$ cat src/rtl/jtag_tap_controller.sv
// IEEE 1149.1 TAP controller with instruction register, BYPASS register
// and negedge-retimed TDO output for the RD53A end-of-column JTAG port.
module jtag_tap_controller #(
    parameter int unsigned         IR_WIDTH   = 5,
    parameter logic [IR_WIDTH-1:0] IR_RESET   = 5'b00001,
    parameter logic [IR_WIDTH-1:0] IR_CAPTURE = 5'b00001
) (
    input  logic                TCK,
    input  logic                RESET,
    input  logic                TMS,
    input  logic                TDI,
    input  logic                DR_TDO,
    output logic                TDO,
    output logic                TDO_EN,
    output logic [3:0]          STATE,
    output logic                TEST_LOGIC_RESET,
    output logic                RUN_TEST_IDLE,
    output logic                CAPTURE_DR,
    output logic                SHIFT_DR,
    output logic                UPDATE_DR,
    output logic                CAPTURE_IR,
    output logic                SHIFT_IR,
    output logic                UPDATE_IR,
    output logic [IR_WIDTH-1:0] INSTRUCTION,
    output logic                BYPASS_SEL
);

    typedef enum logic [3:0] {
        TLR     = 4'hF,
        RTI     = 4'hC,
        SEL_DR  = 4'h7,
        CAP_DR  = 4'h6,
        SH_DR   = 4'h2,
        EX1_DR  = 4'h1,
        PAU_DR  = 4'h3,
        EX2_DR  = 4'h0,
        UPD_DR  = 4'h5,
        SEL_IR  = 4'h4,
        CAP_IR  = 4'hE,
        SH_IR   = 4'hA,
        EX1_IR  = 4'h9,
        PAU_IR  = 4'hB,
        EX2_IR  = 4'h8,
        UPD_IR  = 4'hD
    } tap_state_e;

    tap_state_e          state_q, state_d;
    logic [IR_WIDTH-1:0] ir_sr_q, ir_sr_d;
    logic [IR_WIDTH-1:0] instruction_q, instruction_d;
    logic                bypass_q, bypass_d;
    logic                tdo_q, tdo_d;
    logic                tdo_en_q, tdo_en_d;
    logic                bypass_sel;

    always_ff @(posedge TCK or negedge RESET) begin
        if (!RESET) begin
            state_q  <= TLR;
            ir_sr_q  <= IR_CAPTURE;
            bypass_q <= 1'b0;
        end else begin
            state_q  <= state_d;
            ir_sr_q  <= ir_sr_d;
            bypass_q <= bypass_d;
        end
    end

    always_comb begin
        state_d = state_q;
        case (state_q)
            TLR:     state_d = TMS ? TLR    : RTI;
            RTI:     state_d = TMS ? SEL_DR : RTI;
            SEL_DR:  state_d = TMS ? SEL_IR : CAP_DR;
            CAP_DR:  state_d = TMS ? EX1_DR : SH_DR;
            SH_DR:   state_d = TMS ? EX1_DR : SH_DR;
            EX1_DR:  state_d = TMS ? UPD_DR : PAU_DR;
            PAU_DR:  state_d = TMS ? EX2_DR : PAU_DR;
            EX2_DR:  state_d = TMS ? UPD_DR : SH_DR;
            UPD_DR:  state_d = TMS ? SEL_DR : RTI;
            SEL_IR:  state_d = TMS ? TLR    : CAP_IR;
            CAP_IR:  state_d = TMS ? EX1_IR : SH_IR;
            SH_IR:   state_d = TMS ? EX1_IR : SH_IR;
            EX1_IR:  state_d = TMS ? UPD_IR : PAU_IR;
            PAU_IR:  state_d = TMS ? EX2_IR : PAU_IR;
            EX2_IR:  state_d = TMS ? UPD_IR : SH_IR;
            UPD_IR:  state_d = TMS ? SEL_DR : RTI;
            default: state_d = TLR;
        endcase
    end

    // Flags decode the registered state only, so TMS never reaches an output.
    always_comb begin
        STATE            = state_q;
        TEST_LOGIC_RESET = (state_q == TLR);
        RUN_TEST_IDLE    = (state_q == RTI);
        CAPTURE_DR       = (state_q == CAP_DR);
        SHIFT_DR         = (state_q == SH_DR);
        UPDATE_DR        = (state_q == UPD_DR);
        CAPTURE_IR       = (state_q == CAP_IR);
        SHIFT_IR         = (state_q == SH_IR);
        UPDATE_IR        = (state_q == UPD_IR);
        bypass_sel       = &instruction_q;
        BYPASS_SEL       = bypass_sel;
        INSTRUCTION      = instruction_q;
        TDO              = tdo_q;
        TDO_EN           = tdo_en_q;
    end

    always_comb begin
        ir_sr_d  = ir_sr_q;
        bypass_d = bypass_q;
        if (state_q == CAP_IR) begin
            ir_sr_d = IR_CAPTURE;
        end else if (state_q == SH_IR) begin
            ir_sr_d = {TDI, ir_sr_q[IR_WIDTH-1:1]};
        end
        if (bypass_sel) begin
            if (state_q == CAP_DR) begin
                bypass_d = 1'b0;
            end else if (state_q == SH_DR) begin
                bypass_d = TDI;
            end
        end
    end

    // Falling-edge side: shadow load mid-update and TDO retiming for the remote sampler.
    always_comb begin
        instruction_d = instruction_q;
        tdo_d         = 1'b0;
        tdo_en_d      = 1'b0;
        if (state_q == UPD_IR) begin
            instruction_d = ir_sr_q;
        end else if (state_q == TLR) begin
            instruction_d = IR_RESET;
        end
        if (state_q == SH_IR) begin
            tdo_d    = ir_sr_q[0];
            tdo_en_d = 1'b1;
        end else if (state_q == SH_DR) begin
            tdo_d    = bypass_sel ? bypass_q : DR_TDO;
            tdo_en_d = 1'b1;
        end
    end

    always_ff @(negedge TCK or negedge RESET) begin
        if (!RESET) begin
            instruction_q <= IR_RESET;
            tdo_q         <= 1'b0;
            tdo_en_q      <= 1'b0;
        end else begin
            instruction_q <= instruction_d;
            tdo_q         <= tdo_d;
            tdo_en_q      <= tdo_en_d;
        end
    end

endmodule

$ cat config.mk
export PLATFORM = sky130hd
export DESIGN_NAME = jtag_tap_controller
export DESIGN_NICKNAME = d
export VERILOG_FILES = /design/src/rtl/jtag_tap_controller.sv
export SDC_FILE = /design/constraint.sdc
export NUM_CORES = 1
export LEC_CHECK = 0
export CAP_MARGIN = 40
export CORE_ASPECT_RATIO = 1.4
export CORE_MARGIN = 5
export CORE_UTILIZATION = 29
export CTS_CLUSTER_SIZE = 16
export DETAILED_ROUTE_END_ITERATION = 10
export GPL_TIMING_DRIVEN = 0
export HOLD_SLACK_MARGIN = 0.03
export SETUP_SLACK_MARGIN = 0.15
export SLEW_MARGIN = 20
export SYNTH_ARGS = -nofsm -noshare
export SYNTH_HDL_FRONTEND = slang
export SYNTH_SLANG_ARGS = --single-unit
$ cat constraint.sdc
create_clock -name TCK -period 3.4 [get_ports TCK]
set_clock_uncertainty 0.05 [all_clocks]
set_input_delay 0.68 -clock TCK [delete_from_list [all_inputs] [get_ports TCK]]
set_output_delay 0.68 -clock TCK [all_outputs]
set_load 0.05 [all_outputs]
==> run metrics, run 1 <==
run status=complete, but fails checks; violated checks=negative setup slack; Global Route Usage Sum=11.3%; Critical R2R Capture=bypass_q$_DFFE_PN0P_; flop-to-flop setup slack=~0.19 ns; Final Hold Viols=0; post-synthesis cell area=roughly 860 um2; instance count on the critical path=3; cell type of the slowest stage on the worst timing path=dfstp_2; global-route wire length before repair=~3.7 mm; Inserted Diodes=0; startpoint of the worst-slack reg-to-reg timing path=INSTRUCTION[0]$_DFFE_NN1P_; Critical Setup Path Class=reg -> out; crit path cell chain=and4_4 > and2_4 > buf_8; complex-gate fraction of the synthesized area=about 13%; Die ar.=0.00417 mm2; post-route cell area=0.00132 mm2; CTS tree=built; Area contributors post-synth=dfstp_2, dfrtn_1, dfrtp_1; simple-gate share of the synthesized area=28.8%; Max rail drop VDD=about 0.0004 V; CTS hold repair buffers=0; number of different library cells in the post-synthesis netlist=31; number of warning messages in the yosys log=0; number of DRC violations after detailed routing=0; overall overflow remaining after global route=0; endpoint type of the worst setup path=output pin; total via count after detailed routing=just under 800; insertion delay to the later sink of the worst-skew pair=between 0.3 and 0.4 ns; Required @ worst endpoint=between 2 and 3 ns; initial antenna violation count=0; number of DRC markers in iteration 0=12; DR vias/cell=4.68; arrival time at the worst endpoint=3.03 ns; port buffer count=24; max_cap viols=0; largest net degree at the start of global routing=18; sinks on the clock net=17; Total Neg Setup Slack=-0.478 ns; mux cell area share after synthesis=2.47%; remaining antenna violation count after routing=0; Worst Hold Depth=2; final WL=roughly 2.2 mm; setup slack at placement=-0.734 ns; vias in the first global route=~800; syn_nets=95; CTS Buffer Depth=2; total setup violations reported at the end of the flow=2; worst hold path class=reg -> reg; most common cell in the synthesized netlist=nand2_1; layout cells sized above 1=30.5%; Crit. Startpoint=INSTRUCTION[0]$_DFFE_NN1P_; area share of the largest cell type after synthesis=around 18%; die boundary height=approximately 74 um; actual slew at the worst max-slew pin=~0.50 ns; gate family responsible for the most delay along the worst path=flip-flops; power density over the cells=slightly above 1000 mW/mm2; xor/xnor cell area share of the yosys netlist=0%; final-stage net count=between 100 and 150; core area=0.00285 mm2; routed wirelength normalized by instance count=13.1 um; post-synthesis sequential element count=17; placement-stage cell area=roughly 0.0011 mm2; clock input transition at the sequential cells of the worst setup and hold paths=approximately 0.060 ns; number of slew-limit violations in the final report=0; number of buffer and inverter instances along the worst setup path=1; standby leakage power=between 0.5 and 0.6 nW; CP max stage delay=between 0.5 and 0.6 ns; proportion of synthesized chip area in sequential cells=just over 50%; largest family of logic cells by synthesized area=simple AND/OR/NAND/NOR gates; maximum fanout along the worst path=2; count of mapped cells out of synthesis=90; setup repair after global routing missed its margin=yes; post-layout worst setup margin=-0.359 ns; relative area change from synthesis to final layout=53.9%; cell at the root of the clock tree=clkbuf_8; Post-Synth Adder-Cell Area=0%; length in cells of the worst reg-to-reg path=5; worst min-delay path startpoint=ir_sr_q[0]$_DFFE_PN1N_; number of search-and-repair iterations in the first detailed-routing pass=4; hpwl dp=roughly 1.5 mm; top cells by instance count after synthesis=nand2_1, o21ai_0; Synth area leader=dfstp_2; kind of start point of the critical path=register; num rows=23; Final GP Congestion=about 0.70; remaining max-slew budget at the tightest pin=between 60% and 70%; initial standard-cell utilization of the core=30.2%; # IOs=25; post-synthesis average cell area=between 9 and 10 um2; H-Tree Level Count=1; hold-critical path endpoint=ir_sr_q[0]$_DFFE_PN1N_; Synth async-reset ratio=100%; Inserted Clock Buffers=3; die width=approximately 56 um; commonest register cell after synthesis=dfstp_2; worst hold slack after final layout=about 0.46 ns; number of flops mapped to enable cells by yosys=0
[sequential cells by signal, summed over array words and instances, names as in the netlist]
register and count:
TDO_EN 1, STATE 4, TDO 1, bypass_q 1, ir_sr_q 5, INSTRUCTION 5
[metrics by stage]
step	utilization, %	total power, mW	instances
finish	46.4	1.37	165
global route	46.4	1.46	165
CTS	44.7	1.36	161
detailed placement	40.3	1.14	151
global placement	40.3	1.13	151
floorplan	-	0.905	90
[report_power, final]
| part | switching (mW) | internal [mW] |
|---|---|---|
| clock network | 0.0716 | 0.0816 |
| registers | 0.0686 | 0.307 |
| logic | 0.511 | 0.334 |
[per-layer routing]
layer  global-route usage [%]  wire length, um  vias up
met5                        0                0        -
met4                     6.33               34        0
met3                     2.08               99        2
met2                     20.5             1160       15
met1                     12.5              867      375
li1                         -                -      381
[cells by family (layout without fill, tap and decap cells)]
group,Yosys count,in the layout
AO/OA/AOI/OAI,18,18
buffers and inverters,8,46
flip-flops,17,17
multiplexers,2,2
AND/OR/NAND/NOR,45,45
[layout by cell type (no fill, tap or decap), types with 5 or more instances in the layout]
cell type	netlist	routed
nor2_1	6	6
dfrtp_1	5	5
buf_4	2	8
clkdlybuf4s50_1	0	16
o21ai_0	11	11
buf_6	1	6
buf_8	0	7
dfrtn_1	6	6
nand2_1	17	17
nand2b_1	6	6
dfstp_2	6	6
[worst reg2reg max path, stage by stage, from the launching register on]
cell	delay, ns
dfstp_2	0.52
and4_4	0.21
buf_4	0.11
buf_6	0.08
and4bb_2	0.22
mux2i_1	0.17
[worst max-delay path by stage]
stage | endpoint | slack, ns
3_3_place_gp | BYPASS_SEL | -0.74
5_1_grt | BYPASS_SEL | -0.38
4_1_cts | BYPASS_SEL | -0.36
2_1_floorplan | BYPASS_SEL | -0.25
3_5_place_dp | BYPASS_SEL | -0.73
6_report | BYPASS_SEL | -0.36
[final cells by class]
type	count	area [um2]
fill	265	1530
inverter	2	7.51
timing repair buffer	34	367
buffer	5	36.3
clock inverter	2	7.51
clock buffer	3	41.3
tap	37	46.3
multi-input combinational	65	384
sequential	17	433
[repair_timing]
item,4_1_cts,5_1_grt
resized for setup,63,3
setup buffers,6,3
cloned,0,0
endpoints found under the setup margin,8,8
pin swaps,0,2
No activity file was read; power rests on OpenSTA's default activity.
==> run 2: changes to the inputs <==
--- a/config.mk
+++ b/config.mk
@@ -7,7 +7,7 @@
 export LEC_CHECK = 0
 export CAP_MARGIN = 40
 export CORE_ASPECT_RATIO = 1.4
-export CORE_MARGIN = 5
+export CORE_MARGIN = 3
 export CORE_UTILIZATION = 29
 export CTS_CLUSTER_SIZE = 16
 export DETAILED_ROUTE_END_ITERATION = 10
==> run metrics, run 2 (same netlist as run 1, synthesis figures left out) <==
number of DRC markers in iteration 0=18 (was 12); CTS hold repair buffers=0 (unchanged); maximum fanout along the worst path=2 (unchanged); max_cap viols=0 (unchanged); number of slew-limit violations in the final report=0 (unchanged); violated checks=negative setup slack (unchanged); final WL=2.02 mm (was 2.16 mm); die width=52.0 um (was 56.0 um); number of standard cells in the final layout excluding fillers=167 (was 165); Global Route Usage Sum=12.0% (was 11.3%); initial antenna violation count=0 (unchanged); layout cells sized above 1=32.1% (was 30.5%); post-layout worst setup margin=-0.384 ns (was -0.359 ns); largest net degree at the start of global routing=18 (unchanged); Inserted Clock Buffers=3 (unchanged); cell type of the slowest stage on the worst timing path=dfstp_2 (unchanged); Max rail drop VDD=0.000491 V (was 0.000409 V); total via count after detailed routing=757 (was 773); Die ar.=0.00366 mm2 (was 0.00417 mm2); global-route wire length before repair=3.40 mm (was 3.73 mm); actual slew at the worst max-slew pin=0.499 ns (was 0.504 ns); cell at the root of the clock tree=clkbuf_4 (was clkbuf_8); vias in the first global route=744 (was 809); arrival time at the worst endpoint=3.05 ns (was 3.03 ns); power density over the cells=1020 mW/mm2 (was 1040 mW/mm2); Inserted Diodes=0 (unchanged); Final Hold Viols=0 (unchanged); CP max stage delay=0.52 ns (about the same); overall overflow remaining after global route=0 (unchanged); port buffer count=24 (unchanged); routed wirelength normalized by instance count=12.1 um (was 13.1 um); standby leakage power=0.603 nW (was 0.595 nW); number of DRC violations after detailed routing=0 (unchanged); H-Tree Level Count=1 (unchanged); run status=complete, but fails checks (unchanged); DR vias/cell=4.53 (was 4.68); CTS tree=built (unchanged); num rows=22 (was 23); final total power=1.35 mW (was 1.37 mW); register area=433 um2 (unchanged); initial standard-cell utilization of the core=31.5% (was 30.2%); relative area change from synthesis to final layout=53.7% (was 53.9%); final-stage net count=137 (was 134); crit path cell chain=and4_4 > and2_4 > buf_8 (unchanged); CTS Buffer Depth=2 (unchanged); die boundary height=70.4 um (was 74.4 um); Final GP Congestion=0.706 (was 0.699); Finished Core Util=48.5% (was 46.4%); clock input transition at the sequential cells of the worst setup and hold paths=0.10 ns (was 0.06 ns); number of placed instances with taps included=150 (was 151); Critical Setup Path Class=reg -> out (unchanged); worst hold path class=reg -> reg (unchanged); Multi-input gate area=384 um2 (unchanged); # IOs=25 (unchanged); total setup violations reported at the end of the flow=4 (was 2); remaining max-slew budget at the tightest pin=66.7% (was 66.3%); number of filler instances in the final layout=259 (was 265); most frequent standard cell in the layout excluding fill and tap cells=nand2_1 (unchanged); number of search-and-repair iterations in the first detailed-routing pass=4 (unchanged); remaining antenna violation count after routing=0 (unchanged); kind of start point of the critical path=register (unchanged); sinks on the clock net=17 (unchanged); setup repair after global routing missed its margin=yes (unchanged); endpoint type of the worst setup path=output pin (unchanged); insertion delay to the later sink of the worst-skew pair=0.34 ns (was 0.31 ns); hpwl dp=1.39 mm (was 1.52 mm); most used cells in the layout excluding fill and tap cells=nand2_1, clkdlybuf4s50_1, buf_4 (was nand2_1, clkdlybuf4s50_1, o21ai_0); Required @ worst endpoint=2.67 ns (about the same); core area=0.00273 mm2 (was 0.00285 mm2)
run 2: report_power, final:
group / internal, mW / switching (mW) / leakage (nW)
combinational: 0.355 / 0.514 / 0.370
clock: 0.0441 / 0.0671 / 0.0245
sequential: 0.306 / 0.0643 / 0.208
total: 0.705 / 0.645 / 0.603
run 2: timing repair:
| item | CTS | global route |
|---|---|---|
| setup endpoints to repair | 8 | 8 |
| setup buffers | 8 | 4 |
| gates resized for setup | 62 | 3 |
| pin swaps | 1 | 1 |
run 2: worst max-delay path, delay by kind of cell (launching register included):
| family | cells | cell delay (ns) |
|---|---|---|
| DFF | 1 | 0.52 |
| buffers and inverters | 1 | 0.13 |
| and+or+nand+nor | 2 | 0.35 |
run 2: final cells by class:
type                    count  share of cell area [%]
flip-flops and latches     17                    32.8
repair buffers             37                    29.2
multi-input cells          65                    29.1
well taps                  36                    3.41
plain buffers               5                    2.75
clock buffers               3                    1.70
clock inverters             2                   0.568
inverters                   2                   0.568
run 2: per-stage QoR:
step | setup slack (ns) | TNS [ns] | cell area, um2 | hold WS (ns)
floorplan | -0.248 | -0.248 | 862 | 0.334
global placement | -0.745 | -2.58 | 1150 | 0.397
detailed placement | -0.746 | -2.62 | 1150 | 0.399
CTS | -0.386 | -0.569 | 1260 | 0.431
global route | -0.421 | -0.920 | 1320 | 0.471
finish | -0.384 | -0.722 | 1320 | 0.452
run 2: per-layer routing:
| layer | part of all wire (%) | routed length [um] | track usage, % |
|---|---|---|---|
| met1 | 43 | 868 | 14.2 |
| met5 | 0 | 0 | 0 |
| met3 | 3.4 | 69 | 2.13 |
| met2 | 52 | 1060 | 20.0 |
| met4 | 1.1 | 23 | 6.12 |
run 2: path summary, 6_finish.rpt:
kind	start	end	slack (ns)	depth (start not counted)
setup / recovery	INSTRUCTION[0]$_DFFE_NN1P_	BYPASS_SEL	-0.38	3
hold / removal	ir_sr_q[0]$_DFFE_PN1N_	ir_sr_q[0]$_DFFE_PN1N_	0.45	2
setup reg to reg	INSTRUCTION[0]$_DFFE_NN1P_	bypass_q$_DFFE_PN0P_	0.19	5
hold reg to reg	ir_sr_q[0]$_DFFE_PN1N_	ir_sr_q[0]$_DFFE_PN1N_	0.45	2
max in group asynchronous	RESET	INSTRUCTION[0]$_DFFE_NN1P_	0.76	2
min in group asynchronous	RESET	bypass_q$_DFFE_PN0P_	0.66	2
==> run 3: changes to the inputs <==
--- a/config.mk
+++ b/config.mk
@@ -6,6 +6,8 @@
 export NUM_CORES = 1
 export LEC_CHECK = 0
 export CAP_MARGIN = 40
+export CELL_PAD_IN_SITES_DETAIL_PLACEMENT = 1
+export CELL_PAD_IN_SITES_GLOBAL_PLACEMENT = 2
 export CORE_ASPECT_RATIO = 1.4
 export CORE_MARGIN = 3
 export CORE_UTILIZATION = 29
@@ -13,6 +15,7 @@
 export DETAILED_ROUTE_END_ITERATION = 10
 export GPL_TIMING_DRIVEN = 0
 export HOLD_SLACK_MARGIN = 0.03
+export PLACE_DENSITY_LB_ADDON = 0.1
 export SETUP_SLACK_MARGIN = 0.15
 export SLEW_MARGIN = 20
 export SYNTH_ARGS = -nofsm -noshare
==> run metrics, run 3 (same netlist as run 1, synthesis figures left out) <==
run status=complete, but fails checks (unchanged); violated checks=negative setup slack (unchanged); max_cap viols=0 (unchanged); most frequent standard cell in the layout excluding fill and tap cells=nand2_1 (unchanged); die width=52.0 um (unchanged); number of DRC markers in iteration 0=9 (was 18); hold-critical path endpoint=INSTRUCTION[1]$_DFFE_NN0P_ (was ir_sr_q[0]$_DFFE_PN1N_); gate family responsible for the most delay along the worst path=flip-flops (unchanged); cell at the root of the clock tree=clkbuf_4 (unchanged); vias in the first global route=827 (was 744); Required @ worst endpoint=2.67 ns (about the same); relative area change from synthesis to final layout=51.4% (was 53.7%); number of standard cells in the final layout excluding fillers=164 (was 167); endpoint type of the worst setup path=output pin (unchanged); arrival time at the worst endpoint=3.08 ns (was 3.05 ns); Worst Hold Depth=2 (unchanged); number of slew-limit violations in the final report=0 (unchanged); number of DRC violations after detailed routing=0 (unchanged); clock input transition at the sequential cells of the worst setup and hold paths=0.08 ns (was 0.10 ns); number of placed instances with taps included=150 (unchanged); Global Route Usage Sum=14.2% (was 12.0%); actual slew at the worst max-slew pin=0.506 ns (was 0.499 ns); total via count after detailed routing=775 (was 757); maximum fanout along the worst path=2 (unchanged); # IOs=25 (unchanged); crit path cell chain=and4_4 > and2_4 > buf_8 (unchanged); number of buffer and inverter instances along the worst setup path=1 (unchanged); worst hold slack after final layout=0.436 ns (was 0.452 ns); die boundary height=70.4 um (unchanged); number of search-and-repair iterations in the first detailed-routing pass=4 (unchanged); core area=0.00273 mm2 (unchanged); routed wirelength normalized by instance count=13.7 um (was 12.1 um); Critical Setup Path Class=reg -> out (unchanged); number of filler instances in the final layout=313 (was 259); initial antenna violation count=0 (unchanged); total setup violations reported at the end of the flow=5 (was 4); hpwl dp=1.57 mm (was 1.39 mm); CTS Buffer Depth=2 (unchanged); cell type of the slowest stage on the worst timing path=dfstp_2 (unchanged); remaining max-slew budget at the tightest pin=66.1% (was 66.7%); global-route wire length before repair=4.00 mm (was 3.40 mm); length in cells of the worst reg-to-reg path=4 (was 5); worst min-delay path startpoint=INSTRUCTION[1]$_DFFE_NN0P_ (was ir_sr_q[0]$_DFFE_PN1N_); Inserted Clock Buffers=3 (unchanged); sinks on the clock net=17 (unchanged); CP max stage delay=0.53 ns (was 0.52 ns); layout cells sized above 1=31.3% (was 32.1%); Die ar.=0.00366 mm2 (unchanged); overall overflow remaining after global route=0 (unchanged); insertion delay to the later sink of the worst-skew pair=0.35 ns (was 0.34 ns); remaining antenna violation count after routing=0 (unchanged); DR vias/cell=4.73 (was 4.53); most used cells in the layout excluding fill and tap cells=nand2_1, clkdlybuf4s50_1, o21ai_0 (was nand2_1, clkdlybuf4s50_1, buf_4); num rows=22 (unchanged); Critical R2R Capture=bypass_q$_DFFE_PN0P_ (unchanged); final WL=2.25 mm (was 2.02 mm); CTS hold repair buffers=0 (unchanged); final total power=1.36 mW (was 1.35 mW); Final GP Congestion=0.685 (was 0.706); CTS tree=built (unchanged); largest net degree at the start of global routing=18 (unchanged); post-route cell area=0.00130 mm2 (was 0.00132 mm2); kind of start point of the critical path=register (unchanged); standby leakage power=0.586 nW (was 0.603 nW); H-Tree Level Count=1 (unchanged); startpoint of the worst-slack reg-to-reg timing path=INSTRUCTION[0]$_DFFE_NN1P_ (unchanged); port buffer count=24 (unchanged); final-stage net count=134 (was 137); Inserted Diodes=0 (unchanged); power density over the cells=1040 mW/mm2 (was 1020 mW/mm2); Final Hold Viols=0 (unchanged); worst hold path class=reg -> reg (unchanged); placement-stage cell area=0.00115 mm2 (unchanged); setup repair after global routing missed its margin=yes (unchanged); post-layout worst setup margin=-0.406 ns (was -0.384 ns); Max rail drop VDD=0.000448 V (was 0.000491 V); initial standard-cell utilization of the core=31.5% (unchanged); flop-to-flop setup slack=0.27 ns (was 0.19 ns)
-- run 3: worst max-delay path by stage --
stage,from,endpoint,slack (ns),cells past startpoint
finish,INSTRUCTION[0]$_DFFE_NN1P_,BYPASS_SEL,-0.41,3
global route,INSTRUCTION[0]$_DFFE_NN1P_,BYPASS_SEL,-0.45,3
CTS,INSTRUCTION[0]$_DFFE_NN1P_,BYPASS_SEL,-0.41,3
detailed placement,INSTRUCTION[0]$_DFFE_NN1P_,BYPASS_SEL,-0.75,3
global placement,INSTRUCTION[0]$_DFFE_NN1P_,BYPASS_SEL,-0.74,3
floorplan,INSTRUCTION[1]$_DFFE_NN0P_,BYPASS_SEL,-0.25,2
-- run 3: worst reg2reg max path: stages, from the launching register on --
cell,delay [ns]
dfstp_2,0.53
and4_4,0.22
buf_4,0.12
and4bb_2,0.23
mux2i_1,0.17
-- run 3: repair_timing --
item / in CTS / in global routing
cloned: 0 / 0
setup endpoints to repair: 8 / 8
pin swaps: 1 / 0
resized for setup: 63 / 2
setup buffers: 6 / 3
-- run 3: cell type report --
type / instances / area (um2) / share of cell area [%]
clock buffers: 3 / 22.5 / 1.73
inverters: 2 / 7.51 / 0.577
repair buffers: 34 / 363 / 27.9
multi-input cells: 65 / 384 / 29.5
clock inverters: 2 / 10.0 / 0.769
well taps: 36 / 45.0 / 3.46
flip-flops and latches: 17 / 433 / 33.3
plain buffers: 5 / 36.3 / 2.79
-- run 3: stage by stage --
stage          setup slack (ns)  TNS (ns)  util [%]
6_report                 -0.406    -0.775      47.8
5_1_grt                  -0.455     -1.07      47.8
4_1_cts                  -0.412    -0.634      46.1
3_5_place_dp             -0.750     -2.60      42.1
3_3_place_gp             -0.741     -2.56      42.1
2_1_floorplan            -0.248    -0.248         -
-- run 3: power breakdown --
group / internal (mW) / total, mW / switching [mW]
clock: 0.0470 / 0.121 / 0.0738
sequential: 0.306 / 0.374 / 0.0678
combinational: 0.345 / 0.862 / 0.517
-- run 3: per-layer routing --
layer / wire, um / part of all wire, % / GRT usage (%) / vias up
met1: 976 / 43 / 18.6 / 375
li1: - / - / - / 382
met5: 0 / 0 / 0 / -
met2: 1170 / 52 / 22.5 / 16
met4: 18 / 0.80 / 5.25 / 0
met3: 91 / 4.0 / 2.77 / 2
==> variant, RTL diff (flow settings as in run 1) <==
Put a register stage on the output `INSTRUCTION`, with the module's reset. The value now appears one clock later. The other outputs are not delayed to match.
--- a/src/rtl/jtag_tap_controller.sv
+++ b/src/rtl/jtag_tap_controller.sv
@@ -44,4 +44,6 @@
         UPD_IR  = 4'hD
     } tap_state_e;
+
+    logic [IR_WIDTH-1:0] INSTRUCTION_d;
 
     tap_state_e          state_q, state_d;
@@ -101,5 +103,5 @@
         bypass_sel       = &instruction_q;
         BYPASS_SEL       = bypass_sel;
-        INSTRUCTION      = instruction_q;
+        INSTRUCTION_d    = instruction_q;
         TDO              = tdo_q;
         TDO_EN           = tdo_en_q;
@@ -154,4 +156,12 @@
     end
 
+    always_ff @(posedge TCK or negedge RESET) begin
+        if (!RESET) begin
+            INSTRUCTION <= '0;
+        end else begin
+            INSTRUCTION <= INSTRUCTION_d;
+        end
+    end
+
 endmodule
 
Check against the original RTL: not checked (the comparison handles one clock edge and no latches or derived clocks); the edit may change what the design does.
==> variant against run 1 <==
- the run still ends with negative setup slack left
- routed wire length shrank 4.6%
- sequential cell count grew 5
- sequential share of layout area grew 7.9 points
- power grew 2.5%
- sequential power grew 23%
- core utilization shrank 5.0 points
- area after synthesis grew 15%
- final area grew 3.8%
- setup slack gained 0.015 ns
- critical path depth is the same
- critical path type unchanged
- largest power group unchanged
==> variant: results (changes against run 1) <==
- Portion of netlist area occupied by mux cells: 2.160% (was 2.475%)
- Crit path arrival time: 3.01 ns (was 3.03 ns)
- List of most frequent post-synthesis cells: sky130_fd_sc_hd__nand2_1, sky130_fd_sc_hd__o21ai_0, sky130_fd_sc_hd__dfrtp_1 (was sky130_fd_sc_hd__nand2_1, sky130_fd_sc_hd__o21ai_0)
- Met2 GRT Util: 17.07% (was 20.55%)
- Post-route non-filler standard cell count: 166 (was 165)
- Global-route wire length before repair: 3567 um (was 3726 um)
- Reg2Reg Launch Point: INSTRUCTION_d[0] (was INSTRUCTION[0])
- Fraction of power consumed by sequential logic: 32.7% (was 27.3%)
- Fraction of the mapped netlist area in compound gates: 11.18% (was 12.81%)
- Post-Place Worst Slack: -0.7323 ns (was -0.7336 ns)
- Cell Area, Placed: 1292 sq um (was 1149 sq um)
- Clock network fraction of design power: 13.3% (was 11.2%)
- Tightest slew margin relative to the limit: 66.08% (was 66.27%)
- Fraction of final layout cells with drive strength greater than 1: 22.22% (was 30.47%)
- Amount of wire on met3 after detailed routing: 119 um (was 99 um)
- Number of search-and-repair iterations in the first detailed-routing pass: 3 (was 4)
- Net total in the final layout: 132 (was 134)
- Vias per cell: 4.494 (was 4.685)
- Reg2reg path depth: 4 (was 5)
- Final HPWL DP: 1590 um (was 1522 um)
- M3 GR Usage: 2.114% (was 2.083%)
- Final count of negative-setup-slack endpoints: 1 (was 2)
- DRC violation total after the first TritonRoute iteration: 13 (was 12)
- Post-Syn Area per Cell: 10.37 sq um (was 9.551 sq um)
- Run status: complete, but fails checks (unchanged)
- Pin count of the biggest net entering global routing: 15 (was 18)
- Cell total after placement: 160 (was 151)
- Final sum of negative setup slack: -0.3441 ns (was -0.4776 ns)
- Leak Pwr: 0.6059 nW (was 0.5954 nW)
- Net Switching: 0.0006415 W (was 0.0006511 W)
- Violated checks: negative setup slack (unchanged)
- Crit path setup slack, layout: -0.3441 ns (was -0.3586 ns)
- Total length of routed wires: 2064 um (was 2163 um)
- Via count of the first global-routing pass: 777 (was 809)
- Global placement routability congestion: 0.7300 (was 0.6987)
[variant: final cells by class]
cell class	instances	area [sq um]	share of cell area, %
tap	40	50.05	3.646
buffer	5	36.28	2.644
multi-input combinational	65	384.1	27.99
timing repair buffer	27	277.8	20.24
inverter	2	7.507	0.5469
sequential	22	558.0	40.66
clock buffer	4	55.05	4.011
clock inverter	1	3.754	0.2735
[variant: worst min path at each step]
stage	from	to	slack, ns	cells past startpoint
6_report	INSTRUCTION_d[2]	INSTRUCTION_d[2]	0.41	2
5_1_grt	INSTRUCTION_d[4]	INSTRUCTION_d[4]	0.45	2
4_1_cts	INSTRUCTION_d[2]	INSTRUCTION_d[2]	0.42	2
3_5_place_dp	INSTRUCTION_d[2]	INSTRUCTION_d[2]	0.41	2
3_3_place_gp	INSTRUCTION_d[2]	INSTRUCTION_d[2]	0.39	2
2_1_floorplan	RESET	INSTRUCTION[0]	0.33	0
[variant: repair_timing]
item	in CTS	in global routing
resized for setup	23	0
gates cloned	0	0
endpoints found under the setup margin	3	3
setup buffers	2	0
